`src/rtl/mul4_arb_if.sv`:
```
// Handshake and result bus shared by the two multiplier clients and mul4_arb.
// master = client/consumer side, slave = arbiter side.
interface mul4_arb_if;
  logic       req0;
  logic [3:0] x0;
  logic [3:0] y0;
  logic       gnt0;
  logic       req1;
  logic [3:0] x1;
  logic [3:0] y1;
  logic       gnt1;
  logic [7:0] res;
  logic       res_id;
  logic       res_vld;
  logic       res_rdy;
  logic       busy;

  modport master (
    output req0, x0, y0, req1, x1, y1, res_rdy,
    input  gnt0, gnt1, res, res_id, res_vld, busy
  );

  modport slave (
    input  req0, x0, y0, req1, x1, y1, res_rdy,
    output gnt0, gnt1, res, res_id, res_vld, busy
  );
endinterface

```
`src/rtl/mul4_arb.sv`:
```
// Two-requester arbiter/sequencer in front of one shared 4x4 unsigned multiplier.
// MUL4_ARB_RR_EN selects round-robin arbitration; undefined gives fixed priority (req0 wins).
//
// state | meaning
// IDLE  | waiting for a request; grants are issued only here
// MUL   | captured operands are multiplied into res
// OUT   | result held on the bus until res_rdy
module mul4_arb (
  input  logic         clk,
  input  logic         rst,
  mul4_arb_if.slave    bus
);

  typedef enum logic [1:0] {IDLE, MUL, OUT} state_t;

  state_t     state;
  logic [3:0] op_x;
  logic [3:0] op_y;
  logic       op_id;
  logic       g0;
  logic       g1;

`ifdef MUL4_ARB_RR_EN
  logic       last;
`endif

  // Grants are combinational so the winner sees gnt in the capture cycle.
  always_comb begin
    g0 = 1'b0;
    g1 = 1'b0;
    if (!rst && state == IDLE) begin
`ifdef MUL4_ARB_RR_EN
      if (bus.req0 && bus.req1) begin
        g0 = last;
        g1 = ~last;
      end else begin
        g0 = bus.req0;
        g1 = bus.req1;
      end
`else
      g0 = bus.req0;
      g1 = bus.req1 & ~bus.req0;
`endif
    end
  end

  assign bus.gnt0 = g0;
  assign bus.gnt1 = g1;
  assign bus.busy = (state != IDLE);

  always_ff @(posedge clk) begin
    if (rst) begin
      state       <= IDLE;
      op_x        <= 4'd0;
      op_y        <= 4'd0;
      op_id       <= 1'b0;
      bus.res     <= 8'd0;
      bus.res_id  <= 1'b0;
      bus.res_vld <= 1'b0;
`ifdef MUL4_ARB_RR_EN
      last        <= 1'b1;
`endif
    end else begin
      case (state)
        IDLE: begin
          if (g0 || g1) begin
            op_x  <= g1 ? bus.x1 : bus.x0;
            op_y  <= g1 ? bus.y1 : bus.y0;
            op_id <= g1;
`ifdef MUL4_ARB_RR_EN
            last  <= g1;
`endif
            state <= MUL;
          end
        end
        MUL: begin
          bus.res     <= {4'd0, op_x} * {4'd0, op_y};
          bus.res_id  <= op_id;
          bus.res_vld <= 1'b1;
          state       <= OUT;
        end
        OUT: begin
          if (bus.res_rdy) begin
            bus.res_vld <= 1'b0;
            state       <= IDLE;
          end
        end
        default: state <= IDLE;
      endcase
    end
  end

endmodule

```
`src/flat_wrapper.sv`:
```
// flat-port wrapper written by rule: the top's interface ports become plain ports
module mul4_arb_flat 
  (clk, rst, bus_req0, bus_x0, bus_y0, bus_req1, bus_x1, bus_y1, bus_res_rdy, bus_gnt0, bus_gnt1, bus_res, bus_res_id, bus_res_vld, bus_busy);
  mul4_arb_if bus_i ();
  input  logic clk;
  input  logic rst;
  input wire logic [$bits(bus_i.req0)-1:0] bus_req0;
  input wire logic [$bits(bus_i.x0)-1:0] bus_x0;
  input wire logic [$bits(bus_i.y0)-1:0] bus_y0;
  input wire logic [$bits(bus_i.req1)-1:0] bus_req1;
  input wire logic [$bits(bus_i.x1)-1:0] bus_x1;
  input wire logic [$bits(bus_i.y1)-1:0] bus_y1;
  input wire logic [$bits(bus_i.res_rdy)-1:0] bus_res_rdy;
  output wire logic [$bits(bus_i.gnt0)-1:0] bus_gnt0;
  output wire logic [$bits(bus_i.gnt1)-1:0] bus_gnt1;
  output wire logic [$bits(bus_i.res)-1:0] bus_res;
  output wire logic [$bits(bus_i.res_id)-1:0] bus_res_id;
  output wire logic [$bits(bus_i.res_vld)-1:0] bus_res_vld;
  output wire logic [$bits(bus_i.busy)-1:0] bus_busy;
  assign bus_i.req0 = bus_req0;
  assign bus_i.x0 = bus_x0;
  assign bus_i.y0 = bus_y0;
  assign bus_i.req1 = bus_req1;
  assign bus_i.x1 = bus_x1;
  assign bus_i.y1 = bus_y1;
  assign bus_i.res_rdy = bus_res_rdy;
  assign bus_gnt0 = bus_i.gnt0;
  assign bus_gnt1 = bus_i.gnt1;
  assign bus_res = bus_i.res;
  assign bus_res_id = bus_i.res_id;
  assign bus_res_vld = bus_i.res_vld;
  assign bus_busy = bus_i.busy;
  mul4_arb u_core (.clk(clk), .rst(rst), .bus(bus_i));
endmodule
```
`config.mk`:
```
export PLATFORM = sky130hd
export DESIGN_NAME = mul4_arb_flat
export DESIGN_NICKNAME = d
export VERILOG_FILES = /design/src/rtl/mul4_arb_if.sv /design/src/rtl/mul4_arb.sv /design/src/flat_wrapper.sv
export SDC_FILE = /design/constraint.sdc
export NUM_CORES = 1
export LEC_CHECK = 0
export ABC_CLOCK_PERIOD_IN_PS = 2800
export CORE_MARGIN = 2
export CORE_UTILIZATION = 44
export CTS_CLUSTER_DIAMETER = 30
export DETAILED_ROUTE_END_ITERATION = 10
export PLACE_DENSITY_LB_ADDON = 0.1
export SETUP_SLACK_MARGIN = 0.1
export SYNTH_ARGS = -nofsm -noshare
export SYNTH_HDL_FRONTEND = slang
export SYNTH_SLANG_ARGS = --single-unit
```
`constraint.sdc`:
```
create_clock -name clk -period 2.8 [get_ports clk]
set_input_delay 0.42 -clock clk [delete_from_list [all_inputs] [get_ports clk]]
set_output_delay 0.42 -clock clk [all_outputs]
set_load 0.05 [all_outputs]
```
==> run metrics <==
status complete, no violations; CP max FO 5; fmax around 390 MHz; M1 wire length 1430 um; Tightest Pin Transition approximately 570 ps; slowest stage delay, CP ~530 ps; die area 0.00357 mm2; Clock Skew between 3 and 4 ps; clk sinks 21; critical path class flop to flop; pwr dens 396 mW/mm2; slew margin rel. ~62%; final instance area around 0.0018 mm2; count leader, synth dfxtp_1; initial antenna violation count 0; post-placement cell area 0.00171 mm2; Nets 226; core area roughly 0.0030 mm2; 1st-pass router iterations 4; io pins 34; fraction of registers with async set/reset 0%; clock-pin slew on the worst setup and hold paths around 120 ps; layout cell share with drive strength beyond 1 between 10% and 20%; via count around 1300; largest net degree at the start of global routing 23; Final ANT Viol Nets 0; routed wl met2 about 1500 um; share of the synthesized area in the top cell type about 31%; final setup fails 0; Mapped Area roughly 0.0014 mm2; final hold vios 0; Static Leak 0.695 nW; Post-Syn Area per Cell 8.66 um2; register bit total from synthesis 21; FP Rows 20; Longest Clk Path Bufs 2; synth warn 0; Final Util 58.7%; Synth Flop Type dfxtp_1; Post-DP HPWL roughly 2400 um; number of distinct library cells after synthesis 33; Highest Signal Layer met4; first-pass GRT wire length around 5200 um; total track usage a little under a fifth; Seq/Total Area, Yosys between 30% and 40%; FF-to-FF setup slack between 200 and 250 ps; total CTS buffers 3; # port buffers 33; Residual DRC 0; number of fillers in the final layout 290; Die X between 50 and 60 um; GRT overflow 0; most instantiated cells after synthesis 21 x dfxtp_1, 17 x a21oi_1, 14 x and2_1; CP cell instances nand2_1 > fa_1 > inv_1 > fa_2 > ha_1 > a211oi_2 > buf_4 > o2111ai_1 > nor3b_2; CP Launch Type flop; DR WL met3 roughly 130 um; hold crit path type flop to flop; Final min period ~2600 ps; placed cell count 216; Total Wirelength 3130 um; Post-Layout Cell Count about 220; H-tree depth 1; die height 59.8 um; synth top area cells dfxtp_1 31%, ha_1 11%, and2_1 6.4%; peak supply drop around 0.32 mV; crit path capture type flop; EDFF count, synth 0; GP Congestion 0.856; Root Driver clkbuf_4; worst slack, placed 104 ps; Synth Instances 158; via count of the first global-routing pass around 1200; Initial Util a little under half; area growth from synthesis to layout 28.8%; post-route setup TNS 0 ps; final setup margin between 200 and 250 ps; crit path max-delay cell type fa_2; final cycle utilization of the critical path between 90 and 100%; syn_nets just under 200; CTS tree built; RSZ-0062 raised after global routing false; Antenna Cells 0; per-cell routed wire length ~14 um; Maximum Capacitance Violations 0; routed vias/inst ~5.7; Slew Viols, Final 0; worst path required time about 3000 ps; Yosys top cell by area dfxtp_1; drt initial violations 50; clk_lat worst skew about 310 ps; Data arrival, critical path approximately 2800 ps
[cell families (layout without fill, tap and decap cells)]
family / after synthesis / in the layout / share of synthesized area (%)
flops: 21 / 21 / 30.7
simple gates: 59 / 59 / 23.6
fa+ha+maj: 16 / 16 / 16.8
compound gates: 44 / 44 / 21.3
xor+xnor: 1 / 1 / 0.640
buf+inv: 17 / 47 / 6.95
[through the flow]
| stage | hold slack (ps) | power, mW |
|---|---|---|
| 2_1_floorplan | 432 | 0.480 |
| 3_3_place_gp | 443 | 0.545 |
| 3_5_place_dp | 449 | 0.550 |
| 4_1_cts | 467 | 0.700 |
| 5_1_grt | 478 | 0.736 |
| 6_report | 463 | 0.699 |
[routing by layer]
layer	vias up	global-route usage, %
met5	-	0
met4	0	5.71
met3	6	4.33
met2	30	31.5
met1	594	24.6
li1	629	-
[power by group]
| group | total, mW | internal [mW] | leakage, nW | switching, mW |
|---|---|---|---|---|
| Sequential | 0.345 | 0.322 | 0.173 | 0.0238 |
| Clock | 0.150 | 0.0533 | 0.0177 | 0.0969 |
| Combinational | 0.203 | 0.0893 | 0.503 | 0.114 |
| Total | 0.699 | 0.464 | 0.695 | 0.235 |
[final cells by class]
cell class              count  area (um2)  area share [%]
inverters                   6        22.5            1.28
clock inverters             1        5.00           0.284
flip-flops and latches     21         425            24.1
repair buffers             37         380            21.6
well taps                  33        41.3            2.34
multi-input cells         120         866            49.1
clock buffers               3        22.5            1.28
[worst max-delay path: cells and delay by family (launching register included)]
kind / cells / cell delay, ps
and+or+nand+nor: 2 / 270
DFF: 1 / 430
AOI/OAI and AO/OA: 2 / 310
buffers and inverters: 2 / 210
adders and majority gates: 3 / 1260
[flip-flops by register name, indices dropped and copies added, names as in the netlist]
signal and flops:
u_core.op_x 4, u_core.bus.res 8, u_core.bus.res_vld 1, u_core.state 2
u_core.op_id 1, u_core.op_y 4, u_core.bus.res_id 1
[worst paths after layout]
path | startpoint | endpoint | cells past startpoint
setup / recovery | u_core.op_x[2]$_SDFFE_PP0P_ | u_core.bus.res[7]$_SDFFE_PP0P_ | 9
setup reg to reg | u_core.op_x[2]$_SDFFE_PP0P_ | u_core.bus.res[7]$_SDFFE_PP0P_ | 9
hold reg to reg | u_core.bus.res_id$_SDFFE_PP0P_ | u_core.bus.res_id$_SDFFE_PP0P_ | 2
hold / removal | u_core.bus.res_id$_SDFFE_PP0P_ | u_core.bus.res_id$_SDFFE_PP0P_ | 2
[layout by cell type, fill, tap and decap left out, drive strengths merged]
master / instances
and2: 14
a2111o: 1
or3: 2
ha: 12
o21ai: 9
a211oi: 4
or2: 1
dfxtp: 21
nor3b: 1
xnor2: 1
clkbuf: 3
inv: 6
nand2b: 2
o311ai: 1
clkinv: 1
buf: 6
o221ai: 1
nand2: 12
nand3: 13
a21oi: 17
nor2: 7
clkdlybuf4s50: 31
o2111ai: 2
nand4: 1
and2b: 1
nor3: 2
nand3b: 1
fa: 4
a311oi: 8
nor2b: 2
o211ai: 1
[what timing repair did]
action / CTS / global route
hold buffers: 0 / 0
setup endpoints to repair: 2 / 2
cloned: 0 / 0
pin swaps: 0 / 1
buffers inserted: 0 / 1
resized for setup: 2 / 5
No activity file was read; power rests on OpenSTA's default activity.
